**config.mk**
```make
export PLATFORM = sky130hd
export DESIGN_NAME = env_det_scheduler
export DESIGN_NICKNAME = d
export VERILOG_FILES = /design/src/rtl/env_det_scheduler.sv
export SDC_FILE = /design/constraint.sdc
export NUM_CORES = 1
export LEC_CHECK = 0
export BUFFER_PORTS_ARGS = -buffer_cell sky130_fd_sc_hd__buf_4
export CORE_ASPECT_RATIO = 0.6
export CORE_UTILIZATION = 35
export DETAILED_ROUTE_END_ITERATION = 8
export PLACE_DENSITY = 0.49
export SLEW_MARGIN = 40
export SYNTH_ARGS = -nofsm -noshare
export SYNTH_HDL_FRONTEND = slang
export SYNTH_SLANG_ARGS = --single-unit
export TNS_END_PERCENT = 50
```
**constraint.sdc**
```tcl
create_clock -name i_clk -period 7.7 [get_ports i_clk]
set_clock_uncertainty 0.15 [all_clocks]
set_input_delay 0.385 -clock i_clk [delete_from_list [all_inputs] [get_ports i_clk]]
set_output_delay 0.385 -clock i_clk [all_outputs]
set_load 0.01 [all_outputs]
```
**src/rtl/env_det_scheduler.sv**
```systemverilog
// Shared rectify-and-envelope datapath, time-multiplexed over NUM_CH AM channels.
// A round-robin arbiter feeds one sample per cycle; per-channel envelope state lives in a register file.
module env_det_scheduler #(
  parameter int NUM_CH       = 4,
  parameter int DATA_W       = 12,
  parameter int ATTACK_SHIFT = 0,
  parameter int DECAY_SHIFT  = 11,
  localparam int CH_W        = (NUM_CH > 1) ? $clog2(NUM_CH) : 1
) (
  input  logic                     i_clk,
  input  logic                     i_rst_n,
  input  logic [NUM_CH*DATA_W-1:0] i_in_data,
  input  logic [NUM_CH-1:0]        i_data_valid,
  output logic [NUM_CH-1:0]        o_data_ready,
  input  logic [NUM_CH-1:0]        i_ch_clear,
  output logic [DATA_W-1:0]        o_data,
  output logic [CH_W-1:0]          o_data_ch,
  output logic                     o_data_valid,
  input  logic                     i_data_ready
);

  localparam logic [DATA_W-1:0]        ENV_MAX = {1'b0, {(DATA_W-1){1'b1}}};
  localparam logic signed [DATA_W:0]   ONE     = {{DATA_W{1'b0}}, 1'b1};

  // |s|; the single unrepresentable magnitude (most negative input) clips to ENV_MAX
  function automatic logic [DATA_W-1:0] rectify(input logic signed [DATA_W-1:0] s);
    logic [DATA_W-1:0] mag;
    mag = s[DATA_W-1] ? -s : s;
    return mag[DATA_W-1] ? ENV_MAX : mag;
  endfunction

  // Attack toward rect with at least one LSB of movement; decay by env>>DECAY_SHIFT (min 1), never below rect
  function automatic logic [DATA_W-1:0] env_next(input logic [DATA_W-1:0] rect,
                                                 input logic [DATA_W-1:0] env);
    logic signed [DATA_W:0] r, e, diff, step, cand, res;
    r    = signed'({1'b0, rect});
    e    = signed'({1'b0, env});
    diff = r - e;
    if (diff == '0) begin
      res = e;
    end else if (!diff[DATA_W]) begin
      step = diff >>> ATTACK_SHIFT;
      if (step == '0) step = ONE;
      res = e + step;
    end else begin
      step = e >>> DECAY_SHIFT;
      if (step == '0) step = ONE;
      cand = e - step;
      res  = (cand < r) ? r : cand;
    end
    return res[DATA_W-1:0];
  endfunction

  logic                     adv;
  logic                     gnt_found;
  logic [CH_W-1:0]          gnt_ch;
  logic [CH_W-1:0]          scan_ch;
  logic [CH_W-1:0]          rr_ptr;
  logic [CH_W-1:0]          rr_next;
  logic signed [DATA_W-1:0] gnt_samp;
  logic                     vld_p1;
  logic [CH_W-1:0]          ch_p1;
  logic [DATA_W-1:0]        rect_p1;
  logic [DATA_W-1:0]        env_new;
  logic [DATA_W-1:0]        env_st [NUM_CH];

  assign adv = !o_data_valid || i_data_ready;

  // Descending scan so the last hit is the requester closest to rr_ptr
  always_comb begin
    gnt_found = 1'b0;
    gnt_ch    = '0;
    scan_ch   = '0;
    for (int i = NUM_CH - 1; i >= 0; i--) begin
      scan_ch = CH_W'((int'(rr_ptr) + i) % NUM_CH);
      if (i_data_valid[scan_ch]) begin
        gnt_found = 1'b1;
        gnt_ch    = scan_ch;
      end
    end
  end

  always_comb begin
    o_data_ready = '0;
    if (adv && gnt_found) o_data_ready[gnt_ch] = 1'b1;
  end

  assign gnt_samp = i_in_data[gnt_ch*DATA_W +: DATA_W];
  assign rr_next  = (gnt_ch == CH_W'(NUM_CH - 1)) ? '0 : gnt_ch + 1'b1;
  assign env_new  = env_next(rect_p1, env_st[ch_p1]);

  always_ff @(posedge i_clk or negedge i_rst_n) begin
    if (!i_rst_n) begin
      rr_ptr       <= '0;
      vld_p1       <= 1'b0;
      ch_p1        <= '0;
      rect_p1      <= '0;
      o_data_valid <= 1'b0;
      o_data       <= '0;
      o_data_ch    <= '0;
      for (int k = 0; k < NUM_CH; k++) env_st[k] <= '0;
    end else begin
      if (adv) begin
        // S1: granted channel and its rectified sample
        vld_p1 <= gnt_found;
        if (gnt_found) begin
          ch_p1   <= gnt_ch;
          rect_p1 <= rectify(gnt_samp);
          rr_ptr  <= rr_next;
        end
        // S2: envelope update, writeback and output register
        o_data_valid <= vld_p1;
        if (vld_p1) begin
          o_data         <= env_new;
          o_data_ch      <= ch_p1;
          env_st[ch_p1]  <= env_new;
        end
      end
      // Later assignment takes priority over a same-edge writeback
      for (int k = 0; k < NUM_CH; k++) begin
        if (i_ch_clear[k]) env_st[k] <= '0;
      end
    end
  end

endmodule

```
---- After elaboration in Yosys (flattened, before gate mapping) ----
Cells that the tools add are included.
storage, ports and cells
  input bits .............................. 59
  register bits after elaboration ......... 80
  output and inout port bits .............. 19
cells by class
  muxes and demuxes ....................... 42
  multiply operators ...................... 1
  order comparisons ....................... 9
  equal/unequal tests ..................... 1
  shift operators ......................... 1
  reduce and logical (&&, ||, !) cells .... 21
  bitwise gates (word level) .............. 1
  add/subtract/negate cells ............... 8
operator list
  kind                                                         count
  two-way mux 12 bit                                           13
  two-way mux 48 bit                                           2
  bitwise mux 48 bit                                           1
  variable part select 48 x 7 -> 12 bit                        1
  logical NOT 13 bit                                           2
  two-way mux 13 bit                                           2
  binary-select mux 12 bit (select 2 bit)                      1
  demux 12 bit (select 2 bit)                                  1
  nonzero test 2 bit                                           8
  less-than comparator 2 x 3 -> 1 bit (second input constant)  5
  less-than comparator 13 bit                                  1
  subtractor 12 x 12 -> 13 bit                                 1
  subtractor 13 bit                                            1
  adder 12 bit                                                 1
  negation 12 bit                                              1
  AND reduction 2 bit                                          6
  two-way mux 11 bit                                           1
  two-way mux 1 bit                                            10
  two-way mux 2 bit                                            5
  binary-select mux 1 bit (select 2 bit)                       4
  adder 2 x 1 -> 2 bit (second input constant)                 2
  adder 2 bit (second input constant)                          2
  multiplier 2 x 2 -> 4 bit (second input constant)            1
  two-way mux 4 bit                                            1
  9 further kinds                                              11

---- Longest topological paths before layout ----
  depth in word-level cells ............... 17
  gate-level depth with buffers ........... 21
  mapped depth without buffers ............ 19

---- Worst setup path before layout ----
OpenSTA, ideal clock, no wires.
  kind .................................... register -> register
  start point ............................. register ch_p1[0]
  end point ............................... register env_st[35] (netlist name)
  library setup time ...................... 0.122 ns
  path slack .............................. 2.726 ns
  cell stages (with the launch flop) ...... 20
  period minus slack after synthesis ...... 4.974 ns
  data arrival time ....................... 4.703 ns
  data required time ...................... 7.428 ns
  buffers on the path ..................... 2
  path through ............................ dfrtp_1 -> buf_6 -> buf_6 -> mux4_2 -> ha_1 -> fa_1 -> nor2b_1 -> o21ai_1 -> nor2b_1 -> xnor2_1 -> ha_1 -> and3_1 -> a2111oi_0 -> o21bai_1 -> and4_1 -> a2111oi_0 -> o21bai_1 -> xnor2_1 -> a21oi_1 -> a32o_1
between the ends
  word-level cells in the longest chain between the ends .. 17
  elaborated cells on any way between the ends .. 27
  classes of those cells .................. 3 x add/sub; 3 x order compare; 17 x mux; 1 x bitwise; 3 x reduce/logical
RTL lines
  element                                                 line     text
  start, declared                                         62       logic [CH_W-1:0] ch_p1;
  start signal, assigned                                  107      ch_p1 <= gnt_ch;
  inverter 2 -> 3 bit (not written as such) (*)           90, 116
  binary-select mux 12 bit (select 2 bit)                 90       assign env_new = env_next(rect_p1, env_st[ch_p1]);
  two-way mux 12 bit (not written as such) (2 in series)  90
  logical NOT 13 bit                                      47       if (step == '0) step = ONE;
  two-way mux 1 bit                                       47
  two-way mux 13 bit                                      41       end else if (!diff[DATA_W]) begin
  two-way mux 13 bit                                      39       if (diff == '0) begin
  subtractor 13 bit                                       48       cand = e - step;
  less-than comparator 13 bit                             49       res = (cand < r) ? r : cand;
  two-way mux 12 bit                                      49
  two-way mux 12 bit                                      41
  two-way mux 12 bit                                      39
  bitwise mux 48 bit (*)                                  116      env_st[ch_p1] <= env_new;
  two-way mux 48 bit (*)                                  113      if (vld_p1) begin
  two-way mux 48 bit (*)                                  103      if (adv) begin
  two-way mux 12 bit (*)                                  121      if (i_ch_clear[k]) env_st[k] <= '0;
  end signal, assigned by index                           116
  end, declared                                           65       logic [DATA_W-1:0] env_st [NUM_CH];
Every way passes the cells marked *; elsewhere a longest branch is shown, timed or not. The select of a mux whose other input is x is not followed.
A chain may end at the register's enable or synchronous reset.

---- Final worst setup path ----
Ends and elaborated chain as after synthesis.

==> results.tsv <==
metric	value	unit
maxCapViolations	0	
ioPinCount	78	
syn_inst	709	
port-buffer-count	77	
crit_type	reg -> reg	
row_count	37	
hold_path_class	in -> reg	
netlist.area_leader.share	30.7	%
grt_pass1_vias	5693	
drt_pass1_iterations	5	
syn_area	6440	um^2
synth_top_area_cell	dfrtp_1	
ant_nets	0	
vias	5802	
wl_per_cell	20.3	um
setup_viol	0	
crit_path_start_kind	register	
max_freq	166	MHz
hold_path_end	env_st[36]$_DFFE_PN0P_	
clockRootBuffer	clkbuf_16	
clock_path_buffers	2	
htreeDepth	3	
slowest_stage	a2111oi_0	
setup_tns	0	ns
grt_pass1_wl	32800	um
path_max_fanout	22	
synth_area_leaders	dfrtp_1, ha_1, mux2i_1	
critPathCaptureType	register	
gp_congestion	0.907	
overflow	0	
n_antenna_cell	0	
async_flop_share	100	%
drt-initial-drc-count	510	
ys_warn_count	0	
routed_wl	20700	um
cts.sinks	79	
syn2layout_area_growth	17.5	%
reg2reg_slack	1.67	ns
coreArea	17500	um^2
drc	0	
reg2reg_from	ch_p1[0]$_DFFE_PN0P_	
synthFlopType	dfrtp_1	
r2r_end	env_st[35]$_DFFE_PN0P_	
met3_usage	4.36	%
grt_usage	22.7	%
status	complete, no violations	
syn_nets	810	
instances_no_fill	1015	
cts_hold_buf	1	
cts_buffers	9	
grt_use_met2	30.2	%
crit_arrival	6.15	ns
met1_usage	36.7	%
yosysUniqueCellTypes	77	
drv_slew	0	
clock_latency	0.34	ns
rr_worst_depth	19	
die_area	19000	um^2
postCtsSetupBuffers	0	
post_synth.cell_area_avg	9.08	um^2
cp_slowest_stage_delay	0.70	ns
worstHoldStart	i_ch_clear[0]	
yosysSeqAreaShare	30.7	%
synth_seq_cells	79	
fin_nets	877	
dieWidth	177	um
top_usage_layer	met1	
die_y	107	um
viasPerCell	5.72	
worst_slew_pin_slew	0.770	ns
antenna_found_initial	0	
drive_gt1_share	22.0	%
final.min_clock_period	6.03	ns
rsz0062_at_grt	false	
crit_chain	buf_4 -> mux2_4 -> o21ai_4 -> inv_2 -> fa_1 -> nor2b_1 -> o21ai_1 -> nor2b_1 -> xnor2_1 -> ha_1 -> and3_1 -> a2111oi_0 -> o21bai_1 -> and4_1 -> a2111oi_0 -> o21bai_1 -> xnor2_1 -> a21oi_1 -> a32o_1	
required	7.82	ns
hold_viol_final	0	
placedCellCount	998	
period_share	78.3	%
path_clk_slew	0.07	ns
hpwl	15400	um
ctsResizeCount	0	
cts_tree	done	
initial_utilization	36.7	%
holdPathStages	2	
slew_headroom	47.3	%
grt_max_degree	80	
synth_edf_count	0	
## worst max-delay path by stage
stage / start / to / slack, ns / depth (start not counted)
2_1_floorplan: ch_p1[0]$_DFFE_PN0P_ / env_st[35]$_DFFE_PN0P_ / 2.73 / 19
3_3_place_gp: ch_p1[0]$_DFFE_PN0P_ / env_st[11]$_DFFE_PN0P_ / 1.89 / 19
3_5_place_dp: ch_p1[0]$_DFFE_PN0P_ / env_st[35]$_DFFE_PN0P_ / 1.76 / 19
4_1_cts: ch_p1[0]$_DFFE_PN0P_ / env_st[35]$_DFFE_PN0P_ / 1.71 / 19
5_1_grt: ch_p1[0]$_DFFE_PN0P_ / env_st[35]$_DFFE_PN0P_ / 1.25 / 19
6_report: ch_p1[0]$_DFFE_PN0P_ / env_st[35]$_DFFE_PN0P_ / 1.67 / 19
## layout make-up
cell class                      count  area [um^2]
Clock inverter                      5         65.1
Fill cell                        1713         9980
Tap cell                          234          293
Clock buffer                       11          243
Timing Repair Buffer               91          692
Sequential cell                    79         1980
Multi-Input combinational cell    558         4160
Inverter                           37          139
## synthesized netlist by cell type, drive strengths merged (9+ instances only)
| library cell | count |
|---|---|
| nor3 | 13 |
| ha | 40 |
| nor2 | 35 |
| a21oi | 33 |
| xnor2 | 28 |
| mux2i | 38 |
| dfrtp | 79 |
| o211ai | 17 |
| and2 | 9 |
| buf | 14 |
| nand3 | 36 |
| mux2 | 19 |
| a32oi | 16 |
| clkbuf | 21 |
| inv | 37 |
| nand2 | 85 |
| o21ai | 60 |
## per-stage QoR
stage,instance area [um^2],setup WS (ns),hold WS (ns),utilization (%)
after floorplan,6440,2.73,-0.0606,-
after CTS,7560,1.71,0.0680,43.1
after detailed placement,7250,1.76,0.321,41.3
after global routing,7570,1.25,0.0857,43.1
final,7570,1.67,0.0791,43.1
after global placement,7230,1.89,0.316,41.2
## cell families (layout without fill, tap and decap cells)
group | count (synthesis) | in the layout | synth area share (%)
compound gates | 202 | 202 | 23.3
buf+inv | 72 | 144 | 4.97
fa+ha+maj | 42 | 42 | 8.39
xor+xnor | 34 | 34 | 4.62
flops | 79 | 79 | 30.7
mux | 59 | 59 | 10.8
simple gates | 221 | 221 | 17.1
## per-layer routing
metal  up-vias  wire length, um
met3        19             1340
met5         -                0
li1       2751                -
met1      2850            11100
met2       182             8030
met4         0              180
## registers in the layout, summed over array words and instances, names as in the netlist
signal,flops
o_data_valid,1
env_st,48
vld_p1,1
o_data,12
rr_ptr,2
ch_p1,2
rect_p1,11
o_data_ch,2
## worst max-delay path, delay by kind of cell (launching register included)
kind                       cells  cell delay, ns
muxes                          1            0.36
xor gates and xnor gates       2            0.34
DFF                            1            0.56
buffers and inverters          2            0.59
adders and majority gates      2            0.81
and+or+nand+nor                4            0.78
AOI/OAI and AO/OA              8            2.35
## placed cells by master (no fill, tap or decap), types with 6 or more instances in the layout
cell type	instances
inv_2	6
nand2b_1	7
a21oi_1	33
o31ai_1	6
o211ai_1	17
clkbuf_16	9
nand3_1	36
o21ai_0	38
xnor2_1	28
a21o_1	7
o221ai_1	8
buf_4	89
mux2_4	9
ha_1	40
inv_1	31
mux2i_1	36
nor2b_1	7
dfrtp_1	79
nor2_1	33
and2_1	9
xor2_1	6
nand2_1	84
nor3_1	11
mux2_2	9
o21ai_1	7
o21ai_2	10
a32oi_1	16
and3_1	6
Power is left out: the tool's default activity adds up to more than one toggle a clock period on the data nets, which glitch-free logic cannot reach.
